<file path="config.mk">
export PLATFORM = sky130hd
export DESIGN_NAME = rfft_unload
export DESIGN_NICKNAME = d
export VERILOG_FILES = /design/src/rtl/rfft_unload.sv
export SDC_FILE = /design/constraint.sdc
export NUM_CORES = 1
export LEC_CHECK = 0
export BUFFER_PORTS_ARGS = -buffer_cell sky130_fd_sc_hd__clkbuf_2
export CAP_MARGIN = 5
export CORE_ASPECT_RATIO = 1.2
export CORE_MARGIN = 3
export CORE_UTILIZATION = 55
export DETAILED_ROUTE_END_ITERATION = 8
export GPL_TIMING_DRIVEN = 0
export PLACE_DENSITY = 0.86
export SETUP_SLACK_MARGIN = 0.3
export SLEW_MARGIN = 20
export SYNTH_ARGS = -nofsm -noshare
export SYNTH_HDL_FRONTEND = slang
export SYNTH_SLANG_ARGS = --single-unit
</file>
<file path="constraint.sdc">
create_clock -name Clk -period 10.5 [get_ports Clk]
set_clock_uncertainty 0.15 [all_clocks]
set_input_delay 3.15 -clock Clk [delete_from_list [all_inputs] [get_ports Clk]]
set_output_delay 3.15 -clock Clk [all_outputs]
set_load 0.005 [all_outputs]
</file>
<file path="src/rtl/rfft_unload.sv">
// rtl/rfft_unload.sv - result unloader for the 256-point RFFT core
//
// Reads the 256 result words out of the four 64-deep result banks after the
// butterfly pipeline completes and streams them in natural index order.
//
// Parameters
//   WIDTH     data word width
//   BITREV    1: fetch address is bitrev8(k) so words leave in natural order
//             0: fetch address is k (storage order)
//
// Ports
//   Clk                  clock, rising edge
//   Reset_n              synchronous active-low reset
//   start                one-cycle unload request, ignored while busy
//   busy                 unload in progress
//   rd_en[3:0]           one-hot bank read enable
//   rd_addr[5:0]         shared bank read address
//   rd_data0..rd_data3   bank read data, one cycle after rd_en/rd_addr
//   out_data             result word
//   out_index[7:0]       natural index of out_data
//   out_valid            out_data/out_index/out_last valid
//   out_ready            consumer ready
//   out_last             high with the index-255 word
//   finished             one-cycle pulse after the final pop

module rfft_unload #(
    parameter int WIDTH  = 32,
    parameter bit BITREV = 1'b1
) (
    input  logic             Clk,
    input  logic             Reset_n,
    input  logic             start,
    output logic             busy,
    output logic [3:0]       rd_en,
    output logic [5:0]       rd_addr,
    input  logic [WIDTH-1:0] rd_data0,
    input  logic [WIDTH-1:0] rd_data1,
    input  logic [WIDTH-1:0] rd_data2,
    input  logic [WIDTH-1:0] rd_data3,
    output logic [WIDTH-1:0] out_data,
    output logic [7:0]       out_index,
    output logic             out_valid,
    input  logic             out_ready,
    output logic             out_last,
    output logic             finished
);

    typedef enum logic [1:0] {
        S_IDLE  = 2'd0,
        S_RUN   = 2'd1,
        S_DRAIN = 2'd2
    } state_t;

    state_t state;

    // Issue counter: natural index of the next word to fetch.
    logic [7:0] k;
    logic [7:0] k_rev;
    logic [7:0] p;

    // One read may be in flight; its bank select and index travel with it
    // so the returning word can be steered and tagged a cycle later.
    logic       inflight;
    logic [1:0] inflight_bank;
    logic [7:0] inflight_k;

    // Two-entry output buffer.
    logic [WIDTH-1:0] fifo_data [2];
    logic [7:0]       fifo_idx  [2];
    logic             head;
    logic             tail;
    logic [1:0]       fifo_count;

    logic             pop;
    logic             push;
    logic             issue;
    logic [2:0]       occupancy;
    logic [WIDTH-1:0] ret_data;

    assign k_rev = {k[0], k[1], k[2], k[3], k[4], k[5], k[6], k[7]};
    assign p     = BITREV ? k_rev : k;

    assign out_valid = (fifo_count != 2'd0);
    assign pop       = out_valid & out_ready;
    assign push      = inflight;

    // Space reserved for words already buffered or on their way back; a pop
    // this cycle frees one slot, which keeps the stream at one word per cycle.
    assign occupancy = {1'b0, fifo_count} + {2'b00, inflight} - {2'b00, pop};
    assign issue     = (state == S_RUN) && (occupancy < 3'd2);

    assign rd_en   = issue ? (4'b0001 << p[7:6]) : 4'b0000;
    assign rd_addr = issue ? p[5:0] : 6'd0;

    always_comb begin
        ret_data = rd_data0;
        unique case (inflight_bank)
            2'd0:    ret_data = rd_data0;
            2'd1:    ret_data = rd_data1;
            2'd2:    ret_data = rd_data2;
            2'd3:    ret_data = rd_data3;
            default: ret_data = rd_data0;
        endcase
    end

    assign out_data  = fifo_data[head];
    assign out_index = fifo_idx[head];
    assign out_last  = out_valid && (fifo_idx[head] == 8'd255);
    assign busy      = (state != S_IDLE);

    always_ff @(posedge Clk) begin
        if (!Reset_n) begin
            state         <= S_IDLE;
            k             <= 8'd0;
            inflight      <= 1'b0;
            inflight_bank <= 2'd0;
            inflight_k    <= 8'd0;
            head          <= 1'b0;
            tail          <= 1'b0;
            fifo_count    <= 2'd0;
            finished      <= 1'b0;
            for (int i = 0; i < 2; i++) begin
                fifo_data[i] <= '0;
                fifo_idx[i]  <= 8'd0;
            end
        end else begin
            finished <= 1'b0;

            inflight <= issue;
            if (issue) begin
                inflight_bank <= p[7:6];
                inflight_k    <= k;
            end

            if (push) begin
                fifo_data[tail] <= ret_data;
                fifo_idx[tail]  <= inflight_k;
                tail            <= ~tail;
            end
            if (pop) begin
                head <= ~head;
            end
            fifo_count <= fifo_count + {1'b0, push} - {1'b0, pop};

            unique case (state)
                S_IDLE: begin
                    // Buffer is already empty here; clearing it keeps every
                    // unload starting from a known pointer state.
                    if (start) begin
                        state      <= S_RUN;
                        k          <= 8'd0;
                        head       <= 1'b0;
                        tail       <= 1'b0;
                        fifo_count <= 2'd0;
                    end
                end
                S_RUN: begin
                    if (issue) begin
                        k <= k + 8'd1;
                        if (k == 8'd255) begin
                            state <= S_DRAIN;
                        end
                    end
                end
                S_DRAIN: begin
                    if (pop && (fifo_idx[head] == 8'd255)) begin
                        state    <= S_IDLE;
                        finished <= 1'b1;
                    end
                end
                default: begin
                    state <= S_IDLE;
                end
            endcase
        end
    end

endmodule

</file>
After elaboration in Yosys (flattened, before gate mapping)
Memories as Yosys holds them, arrays and structs flattened. A register that Yosys moved wholly into a read port is not among the register bits.
Index checks and enable logic that the tools add are counted.
W data, S select, Z words.
{"block": "totals", "ram_bits": 80, "rom_bits": 0, "in_bits": 132, "out_inout_bits": 54, "latchBits": 0, "memories": 2, "reg_bits": 26}
{"block": "op_classes", "order_cmp": 1, "bitwise_logic": 3, "div": 0, "n_mul": 0, "eq_ne": 11, "n_mux": 32, "n_addsub": 5, "n_shift": 1, "n_reduce_logical": 13}
{"name": "fifo_data", "depth": 2, "word_bits": 32, "read_ports": 1, "rd_ports_with_merged_regs": 1, "wr": 2, "line_no": "68", "text": "logic [WIDTH-1:0] fifo_data [2];"}
{"name": "fifo_idx", "depth": 2, "word_bits": 8, "read_ports": 1, "rd_ports_with_merged_regs": 1, "wr": 2, "line_no": "69", "text": "logic [7:0] fifo_idx [2];"}
{"operator": "$pmux W32 S4", "count": 1}
{"operator": "$mux W32", "count": 1}
{"operator": "$reduce_or A32 Y1", "count": 1}
{"operator": "$mux W8", "count": 3}
{"operator": "$mux W1", "count": 17}
{"operator": "$eq A8 B8 Y1 const B", "count": 2}
{"operator": "$pmux W8 S2", "count": 1}
{"operator": "$mux W2", "count": 6}
{"operator": "$add A8 B1 Y8 const B", "count": 1}
{"operator": "$reduce_or A8 Y1", "count": 1}
{"operator": "$eq A2 B2 Y1 const B", "count": 3}
{"operator": "$mux W6", "count": 1}
{"operator": "$ne A2 B2 Y1 const B", "count": 3}
{"operator": "$pmux W2 S3", "count": 1}
{"operator": "$reduce_bool A2 Y1", "count": 3}
{"operator": "$eq A2 B1 Y1 const B", "count": 2}
{"operator": "$logic_not A2 Y1", "count": 2}
{"operator": "$mux W4", "count": 1}
{"operator": "$reduce_and A4 Y1", "count": 1}
{"operator": "$shl A1 B2 Y4 const A", "count": 1}
{"operator": "$add A2 B1 Y3", "count": 1}
{"operator": "$logic_and A1 B1 Y1", "count": 3}
{"operator": "$lt A3 B2 Y1 const B", "count": 1}
{"operator": "$reduce_and A3 Y1", "count": 1}
{"operator": "other kinds (7)", "count": 8}

Logic depth before layout (Yosys ltp)
{"block": "logic_depth", "ltp_word": 7, "mapped_depth": 12}

Least setup slack after synthesis
Ideal clock, no wire load.
{"block": "synth_path", "path_type": "input-to-output", "start": "input out_ready", "end": "output rd_addr[0]", "arrival_ps": 4908, "path_buffers": 1, "stages": 9, "path_slack_ps": 2292, "cell_sequence": "and2_1 ha_1 inv_1 ha_1 inv_1 fa_1 and3b_2 clkbuf_1 and3_1"}
{"block": "synth_via", "elab_chain_cells": 5}
{"element": "start: declaration", "line_no": "43", "text": "input logic out_ready,"}
{"element": "$and A1 B1 Y1", "line_no": "84", "text": "assign pop = out_valid & out_ready;"}
{"element": "$sub A3 B1 Y3", "line_no": "89", "text": "assign occupancy = {1'b0, fifo_count} + {2'b00, inflight} - {2'b00, pop};"}
{"element": "$lt A3 B2 Y1", "line_no": "90", "text": "assign issue = (state == S_RUN) && (occupancy < 3'd2);"}
{"element": "$logic_and A1 B1 Y1", "line_no": "90"}
{"element": "$mux W6", "line_no": "93", "text": "assign rd_addr = issue ? p[5:0] : 6'd0;"}
{"element": "end: declaration", "line_no": "35", "text": "output logic [5:0] rd_addr,"}
No other way between the ends.

Final worst setup path
Same ends and word-level chain as after synthesis.

==> run metrics <==
Worst Path Max Fanout 10; placed cell areas 6610 µm²; I/O Pins 186; Routed wire per std cell 18.2 µm; Netlist cell types 45; crit start category input port; Slew Limit Fails 0; Via Count 4011; core area 9610 µm²; wl on met1 5040 µm; CP Data Arrival Time 5.40 ns; number of remaining DRC errors 0; Final Critical Period 8.70 ns; vias per cell 5.52; GR Overflow Total 0; post_cts resized 0; leakage 2.95 nW; share of cells above drive strength 1 0.483; FF+latch count, synth 105; H-tree Lvls 3; # fillers 687; Core Rows 39; drt total wl 13200 µm; PD cells 138 nW/µm²; TritonCTS buffer count 9; largest net degree at the start of global routing 26; status finished, final reports clean; Sink Count 105; ys async rst share 0; global-route wire length before repair 21300 µm; DP HPWL 10300 µm; Post-Syn Nets 541; global-route usage over all layers 0.243; sequential fraction of the synthesis area 0.529; Die X-Extent 97.2 µm; final clock period utilization by the worst path 0.828; Critical Path End Type output pin; syn avg cell area 13.6 µm²; antenna violations before repair 0; critical path type input port to output pin; Syn-to-layout area delta 25.9%; DR iter-0 viols 209; maximum buffer depth of the clock tree 2; vias in the first global route 4231; first-pass iteration count of the detailed router 4; Starting Density 0.571; design area 6910 µm²; RSZ-0062 raised after global routing false; Max-Cap Viols 0; EDFF count, synth 80; slew of the pin with the lowest slew margin 0.622 ns; # port buffers 184; final hold violation count 0; Setup Buffers After CTS 0; CTS tree done; met3 WL 774 µm; Syn. warnings 0; setup TNS 0 ns; # hold bufs at CTS 0; routability cong. 0.884; die area 11200 µm²; number of nets in the layout 738; root buf cell clkbuf_16; metal2 WL 7100 µm; max_slew headroom 0.585; Syn Std Cell Area 5490 µm²; Max Clk Rate 0.115 GHz; ANT cells 0; Max VDD drop 80.4 µV; final setup vio count 0; DRT antenna net count 0; worst min path class flip-flop to flip-flop; Crit path required time 7.20 ns; Top FF cell, synth edfxtp_1; clock-pin slew on the worst setup and hold paths 0.07 ns; chip height 115 µm; uppermost layer routed met4; Clock Latency Late Sink 0.34 ns; Gate Count Post-Synth 402
-- cells in the mapped netlist (2+ instances only) --
master,count,area (µm²)
a21o_1,2,15.0
a21oi_1,7,35.0
and2_1,82,513
and3_1,15,93.8
buf_2,6,30.0
buf_6,4,45.0
clkbuf_1,16,60.1
dfxtp_1,25,500
edfxtp_1,80,2400
ha_1,6,75.1
inv_1,8,30.0
mux2_2,38,428
mux2i_1,2,20.0
mux4_2,32,721
nand2_1,6,22.5
nand2b_1,2,12.5
nand3_1,6,30.0
nand4_1,5,31.3
nor2_1,7,26.3
nor2b_1,11,68.8
nor4_1,2,12.5
o21a_1,6,45.0
o21ai_0,5,25.0
o31ai_1,2,15.0
or2_2,2,12.5
or3_1,3,18.8
or4_1,2,15.0
xnor2_1,3,26.3
-- metal layers --
| layer | track usage | vias to the layer above |
|---|---|---|
| met5 | 0 | - |
| met4 | 0.0871 | 0 |
| met3 | 0.0548 | 24 |
| met2 | 0.447 | 148 |
| met1 | 0.281 | 1948 |
| li1 | - | 1891 |
-- cells by family (layout without fill, tap and decap cells) --
group           after synthesis  after routing  share of synthesized area
xor+xnor                      5              5                    0.00935
mux                          72             72                      0.213
fa+ha+maj                     7              7                     0.0173
compound gates               27             27                     0.0322
flops                       105            105                      0.529
simple gates                150            150                      0.167
buf+inv                      36            238                     0.0322
-- where the power goes --
part	internal (W)	switching, W	total, W
clock	0.000186	0.000147	0.000334
combinational	0.0000743	0.0000708	0.000145
sequential	0.000468	0.00000840	0.000476
total	0.000729	0.000226	0.000955
-- flip-flops by register name, summed over array words and instances (netlist names), named ones only --
signal         flops
inflight           1
tail               1
head               1
inflight_k         7
inflight_bank      1
state              2
fifo_idx          16
k                  8
fifo_data         64
fifo_count         2
finished           1
-- cell usage in the layout, fill, tap and decap left out, drive strengths merged, types with 3 or more instances in the layout --
| cell type | instances |
|---|---|
| ha | 6 |
| nand3 | 6 |
| nand4 | 5 |
| xnor2 | 4 |
| buf | 14 |
| dfxtp | 25 |
| a21oi | 8 |
| clkbuf | 210 |
| mux4 | 32 |
| o21ai | 5 |
| nor2 | 8 |
| nor2b | 11 |
| inv | 11 |
| mux2 | 38 |
| and3 | 15 |
| and2 | 82 |
| nand2 | 6 |
| or3 | 3 |
| o21a | 6 |
| edfxtp | 80 |
-- through the flow --
step	setup WS, ns	total power (W)	cells	hold slack (ns)	util
after floorplan	2.29	0.000564	402	0.314	-
after global placement	1.81	0.000624	709	0.338	0.683
after detailed placement	1.78	0.000632	711	0.353	0.688
after CTS	1.77	0.000960	727	0.375	0.719
after global routing	1.56	0.000992	727	0.398	0.719
final	1.80	0.000955	727	0.375	0.719
-- layout make-up --
class	count	area, µm²	area share
inverters	8	30.0	0.00435
clock inverters	6	66.3	0.00960
repair buffers	186	968	0.140
well taps	123	154	0.0223
clock buffers	10	229	0.0331
multi-input cells	261	2410	0.349
plain buffers	28	146	0.0212
flip-flops and latches	105	2900	0.420
-- worst max-delay path: stages --
cell and delay, ns:
clkbuf_2 0.07, and2_1 0.17, ha_1 0.28, inv_1 0.06, ha_1 0.14, inv_1 0.05, fa_1 0.55, and3b_2 0.22
clkbuf_1 0.31, and3_1 0.26, clkbuf_2 0.13
-- final timing paths --
path | startpoint | slack (ns) | to | cells after the start
max reg2reg | fifo_count[1] | 7.31 | k[5] | 11
min reg2reg | head | 0.38 | head | 2
min | head | 0.38 | head | 2
max | out_ready | 1.80 | rd_addr[0] | 11
No activity file was read; power rests on OpenSTA's default activity.
